File: config.mk
export PLATFORM = sky130hd
export DESIGN_NAME = ibex_fetch_fifo
export DESIGN_NICKNAME = d
export VERILOG_FILES = /design/src/rtl/ibex_fetch_fifo.sv
export SDC_FILE = /design/constraint.sdc
export NUM_CORES = 1
export LEC_CHECK = 0
export ABC_AREA = 0
export CELL_PAD_IN_SITES_DETAIL_PLACEMENT = 1
export CELL_PAD_IN_SITES_GLOBAL_PLACEMENT = 2
export CORE_MARGIN = 4
export CORE_UTILIZATION = 36
export CTS_CLUSTER_DIAMETER = 200
export DETAILED_ROUTE_END_ITERATION = 6
export GPL_TIMING_DRIVEN = 0
export MAX_ROUTING_LAYER = met4
export PLACE_DENSITY = 0.95
export SETUP_SLACK_MARGIN = 0.05
export SYNTH_ARGS = -nofsm -noshare
export SYNTH_HDL_FRONTEND = slang
export SYNTH_SLANG_ARGS = --single-unit
File: constraint.sdc
create_clock -name clk_i -period 6.85 [get_ports clk_i]
set_input_delay 1.37 -clock clk_i [delete_from_list [all_inputs] [get_ports clk_i]]
set_output_delay 1.37 -clock clk_i [all_outputs]
set_load 0.005 [all_outputs]
File: src/rtl/ibex_fetch_fifo.sv
// Instruction prefetch queue: issues word fetches on the memory bus, realigns
// compressed and uncompressed instructions and flushes on branches.
module ibex_fetch_fifo #(
   parameter int unsigned FifoDepth      = 3,
   parameter int unsigned MaxOutstanding = 2
) (
   input  logic        clk_i,
   input  logic        rst_ni,
   input  logic        req_i,
   input  logic        branch_i,
   input  logic [31:0] addr_i,
   input  logic        ready_i,
   output logic        valid_o,
   output logic [31:0] rdata_o,
   output logic [31:0] addr_o,
   output logic        instr_req_o,
   output logic [31:0] instr_addr_o,
   input  logic        instr_gnt_i,
   input  logic        instr_rvalid_i,
   input  logic [31:0] instr_rdata_i,
   output logic        busy_o
);

   localparam int unsigned CntW  = $clog2(FifoDepth + 1);
   localparam int unsigned FillW = CntW + 1;
   localparam int unsigned OutW  = 2;

   logic [31:0]     fetch_addr_q, fetch_addr_d;
   logic [31:0]     req_addr_q, req_addr_d;
   logic [31:0]     pc_q, pc_d;
   logic            req_pend_q, req_pend_d;
   logic            req_stale_q, req_stale_d;
   logic [OutW-1:0] out_q, out_d;
   logic [OutW-1:0] discard_q, discard_d;
   logic [CntW-1:0] count_q, count_d;
   logic [31:0]     entries_q [FifoDepth];
   logic [31:0]     entries_d [FifoDepth];

   logic [FillW-1:0] fill;
   logic             can_start, grant, push, pop, accept;
   logic             unaligned, upper_full, has1, has2, valid_raw, instr_len4;
   logic [CntW-1:0]  wr_idx;
   logic             unused_addr0;

   assign unused_addr0 = addr_i[0];

   // Outstanding counts a request from its first cycle on the bus, granted or not.
   assign fill      = {1'b0, count_q} + FillW'(out_q);
   assign can_start = req_i & ~branch_i & ~req_pend_q &
                      (out_q < OutW'(MaxOutstanding)) & (fill < FillW'(FifoDepth));

   assign instr_req_o  = req_pend_q | can_start;
   assign instr_addr_o = req_pend_q ? req_addr_q : fetch_addr_q;
   assign grant        = instr_req_o & instr_gnt_i;
   assign busy_o       = instr_req_o | (out_q != '0);

   assign push = instr_rvalid_i & ~branch_i & (discard_q == '0);

   assign unaligned  = pc_q[1];
   assign upper_full = entries_q[0][17:16] == 2'b11;
   assign has1       = count_q != '0;
   assign has2       = count_q >= CntW'(2);

   always_comb begin
      valid_raw = has1;
      rdata_o   = entries_q[0];
      if (unaligned) begin
         rdata_o   = {(has2 ? entries_q[1][15:0] : 16'h0000), entries_q[0][31:16]};
         valid_raw = upper_full ? has2 : has1;
      end
   end

   assign valid_o    = valid_raw & ~branch_i;
   assign addr_o     = pc_q;
   assign accept     = valid_o & ready_i;
   assign instr_len4 = rdata_o[1:0] == 2'b11;
   // An aligned compressed instruction leaves its word's upper half in place.
   assign pop        = accept & (unaligned | instr_len4);
   assign wr_idx     = count_q - CntW'(pop);

   always_comb begin
      fetch_addr_d = fetch_addr_q;
      if (branch_i) begin
         fetch_addr_d = {addr_i[31:2], 2'b00};
      end else if (grant & ~(req_pend_q & req_stale_q)) begin
         fetch_addr_d = fetch_addr_q + 32'd4;
      end

      req_pend_d  = instr_req_o & ~instr_gnt_i;
      req_addr_d  = instr_addr_o;
      req_stale_d = req_pend_d & (branch_i | (req_pend_q & req_stale_q));

      out_d = out_q + OutW'(can_start) - OutW'(instr_rvalid_i);

      discard_d = discard_q;
      if (branch_i) begin
         discard_d = out_d;
      end else if (instr_rvalid_i && (discard_q != '0)) begin
         discard_d = discard_q - 2'd1;
      end

      pc_d = pc_q;
      if (branch_i) begin
         pc_d = {addr_i[31:1], 1'b0};
      end else if (accept) begin
         pc_d = pc_q + (instr_len4 ? 32'd4 : 32'd2);
      end
   end

   always_comb begin
      entries_d = entries_q;
      count_d   = count_q;
      if (branch_i) begin
         for (int unsigned i = 0; i < FifoDepth; i++) begin
            entries_d[i] = '0;
         end
         count_d = '0;
      end else begin
         if (pop) begin
            for (int unsigned i = 0; i < FifoDepth - 1; i++) begin
               entries_d[i] = entries_q[i+1];
            end
            entries_d[FifoDepth-1] = '0;
         end
         if (push) begin
            for (int unsigned i = 0; i < FifoDepth; i++) begin
               if (CntW'(i) == wr_idx) begin
                  entries_d[i] = instr_rdata_i;
               end
            end
         end
         count_d = count_q + CntW'(push) - CntW'(pop);
      end
   end

   always_ff @(posedge clk_i or negedge rst_ni) begin
      if (!rst_ni) begin
         fetch_addr_q <= '0;
         req_addr_q   <= '0;
         pc_q         <= '0;
         req_pend_q   <= 1'b0;
         req_stale_q  <= 1'b0;
         out_q        <= '0;
         discard_q    <= '0;
         count_q      <= '0;
         for (int unsigned i = 0; i < FifoDepth; i++) begin
            entries_q[i] <= '0;
         end
      end else begin
         fetch_addr_q <= fetch_addr_d;
         req_addr_q   <= req_addr_d;
         pc_q         <= pc_d;
         req_pend_q   <= req_pend_d;
         req_stale_q  <= req_stale_d;
         out_q        <= out_d;
         discard_q    <= discard_d;
         count_q      <= count_d;
         entries_q    <= entries_d;
      end
   end

   // Illegal bus stimulus: a response with nothing outstanding, a grant with no request.
   assert property (@(posedge clk_i) disable iff (!rst_ni) instr_rvalid_i |-> (out_q != '0));
   assert property (@(posedge clk_i) disable iff (!rst_ni) instr_gnt_i |-> instr_req_o);

endmodule

==> results.txt <==
Row count - 60
Placeable Area - 27000 µm²
Synth top area cells - dfrtp_1 50%, mux2_2 8.6%, nand2_1 5.9%
Finished Core Util - 46.7%
Number of antenna violations at the first check in global routing - 1
Total number of vias - 8666
Leakage - 5.18 nW
Max VDD drop - 0.160 mV
Crit path launch type - flip-flop
Met2 WL - 16.8 mm
Share of the clock period used by the worst path - 78.6%
Post-route minimum period - 5.38 ns
Min-delay worst type - flip-flop to flip-flop
Gate power share - 24.1%
Starting Density - 36.7%
Remaining max-slew budget at the tightest pin - 33.1%
Routed wl met3 - 1.84 mm
Global-route usage over all layers - 22.9%
Synth warn - 0
Fraction of layout instances using a drive strength above 1 - 10.4%
Async set-or-reset flop fraction in the synthesized netlist - 100%
Post-Layout Inst Area - 12600 µm²
CTS tree - done
HPWL reported at the end of detailed placement - 24.5 mm
Most numerous cell on the critical path - clkbuf_1
CP arrival - 5.65 ns
Buffers inserted by post-CTS timing repair - 0
Proportion of power drawn by flip-flops and latches - 44.1%
Unique cell type count in the Yosys netlist - 49
Pwr Density - 254 nW/µm²
Reg clk slew, reported paths - 0.08 ns
Top fanout value on the critical path - 10
Worst clock skew - 0.0164 ns
Mapped cell area - 9910 µm²
Area added between synthesis and finish - 27.3%
Maximum frequency from static timing analysis - 0.186 GHz
Most used flip-flop cell after synthesis - dfrtp_1
R2R Setup Slk - 1.47 ns
Actual transition at the worst max-transition pin - 1.00 ns
Routed len/inst - 22.4 µm
Die outline height - 174 µm
Cells on worst reg2reg path - 13
Setup-failing EPs final - 0
Critical path class - flip-flop to flip-flop
Nets in the synthesized netlist - 1075
Start of the worst register-to-register path - addr_o[1]
Sink Count - 197
Drt via density - 5.66
Crit path launch - addr_o[1]
Result of the run - finished clean
Antenna Nets Post-Route - 0
Type of element capturing the critical path - flip-flop
Clock latency on the worst-skew pair - 0.44 ns
Top cells by count, synth - 197 x dfrtp_1, 157 x nand2_1, 76 x mux2_2, 56 x nand3_1, 51 x nor2_1
R2r endpoint - entries_q[67]
Final hold viol count - 0
EDFF count, synth - 0
Routability congestion estimate - 0.902
Max H-tree Level - 4
Post-synthesis cell count - 992
RSZ-0062 raised after global routing - no
Die Footprint - 30200 µm²
Placement Cell Area - 12000 µm²
Final WL - 34.3 mm
Final global-route overflow total - 0
Max Cap Violations - 0
Vias in the first global route - 9266
Final Max Tran Viols - 0
Cell breakdown of the critical path - buf_1 -> clkinv_1 -> clkbuf_1 -> ha_1 -> or3_1 -> clkbuf_1 -> inv_2 -> buf_1 -> ha_1 -> nand3_1 -> o21ai_0 -> clkbuf_1 -> o21ai_0
Cell with the largest stage delay on the worst path - o21ai_0
Post-synth top area cell - dfrtp_1
Number of buffers added by the clock tree synthesis step - 17
Count of buffers inserted at the top-level ports - 166
Routed met1 length - 14.5 mm
Int Pwr - 0.00220 W
CTS root buffer - clkbuf_16
Synthesized area per cell - 9.99 µm²
CP peak stage delay - 0.62 ns
Highest metal used - met4
Net Switching - 0.00100 W
Most frequently used cell type in the post-synthesis netlist - dfrtp_1
Violation count after the first detailed-route iteration - 565
Sequential area share after synthesis - 49.7%
Number of cells upsized or downsized after cts - 0
Area share of the largest cell type after synthesis - 49.7%
#FFs+latches synth - 197
Clock power frac - 31.9%
Number of buffers inserted by hold repair at cts - 0
Number of buffers on the longest clock path - 2
First-pass GRT wire length - 53.5 mm
Switching portion of total power - 31.2%
End point of the critical path - entries_q[67]
Layout net count - 1261
Largest net degree at the start of global routing - 116
Required time of the critical path - 7.12 ns
Count of TritonRoute iterations in the first routing pass - 4
DIE WIDTH - 174 µm
Count of pins on the block boundary - 170
Count of unresolved DRC violations after routing - 0
cells by family after synthesis:
logic type,count (synthesis),synth area share (%)
muxes,110,12.1
adders and majority gates,12,1.67
xor gates and xnor gates,48,4.24
DFF,197,49.7
and+or+nand+nor,361,17.1
other,1,0.0378
buffers and inverters,88,3.65
AOI/OAI and AO/OA,175,11.5
cells in the final DEF (no fill, tap or decap), drive strengths merged, types with 6 or more instances in the layout:
master,netlist,layout
a21oi,48,48
nor3,18,18
nand3,56,56
nand2b,6,6
o21a,6,6
a311oi,32,32
xor2,23,23
clkbuf,50,69
nor4,14,14
nor2,51,51
nand2,157,157
ha,10,10
nand4,12,12
dfrtp,197,197
xnor2,25,25
a22o,17,17
and3,13,13
inv,20,26
mux2,76,76
clkinv,1,6
o31a,11,11
o21ai,49,49
clkdlybuf4s50,0,165
mux2i,34,34
a31oi,8,8
buf,17,19
or3,13,13
worst min path at each step:
stage | start | to | slack [ns] | cells after the start
5_1_grt | req_addr_q[7] | req_addr_q[7] | 0.51 | 1
3_3_place_gp | req_addr_q[1] | req_addr_q[1] | 0.47 | 1
6_report | req_addr_q[0] | req_addr_q[0] | 0.50 | 1
3_5_place_dp | req_addr_q[0] | req_addr_q[0] | 0.48 | 1
4_1_cts | req_addr_q[0] | req_addr_q[0] | 0.50 | 1
2_1_floorplan | req_addr_q[0] | req_addr_q[0] | 0.48 | 1
state kept, by name, indices dropped and copies added, names as in the netlist:
| name | flops |
|---|---|
| entries_q | 96 |
| req_addr_q | 32 |
| addr_o | 31 |
| fetch_addr_q | 30 |
| count_q | 2 |
| discard_q | 2 |
| out_q | 2 |
| req_pend_q | 1 |
| req_stale_q | 1 |
worst max-delay path: cells and delay by family (launching register included):
kind	cells	cell delay, ns
AO/OA/AOI/OAI	2	0.85
AND/OR/NAND/NOR	2	0.45
adder cells (fa/ha/maj)	2	0.58
buffers and inverters	7	2.85
flip-flops	1	0.47
power groups by stage:
stage               logic [W]  clock network, W  registers (W)
floorplan            0.000378                 0        0.00139
global placement     0.000749                 0        0.00142
detailed placement   0.000770                 0        0.00143
CTS                  0.000781           0.00104        0.00141
global route         0.000840           0.00109        0.00143
finish               0.000771           0.00102        0.00141
area by class of cell:
cell class	count	area [µm²]
antenna	1	2.50
buffer	67	283
inverter	21	78.8
timing repair buffer	167	1690
tap	341	427
fill	3078	14400
clock inverter	12	139
sequential	197	4930
clock buffer	19	443
multi-input combinational	707	4620
metrics by stage:
stage	power (W)	instances	hold slack [ns]	TNS (ns)	setup WS (ns)
5_1_grt	0.00336	1532	0.515	0	1.12
3_5_place_dp	0.00220	1500	0.484	0	1.62
6_report	0.00321	1532	0.496	0	1.47
2_1_floorplan	0.00176	992	0.478	0	3.14
4_1_cts	0.00323	1531	0.503	0	1.42
3_3_place_gp	0.00217	1499	0.470	-824.95	-4.22
routing by layer:
layer / vias up / GRT usage [%]
met2: 287 / 37.2
li1: 3893 / -
met1: 4440 / 28.8
met3: 46 / 4.26
met5: - / -
met4: 0 / 8.22
Note: power is estimated with default switching activity, not from simulation.
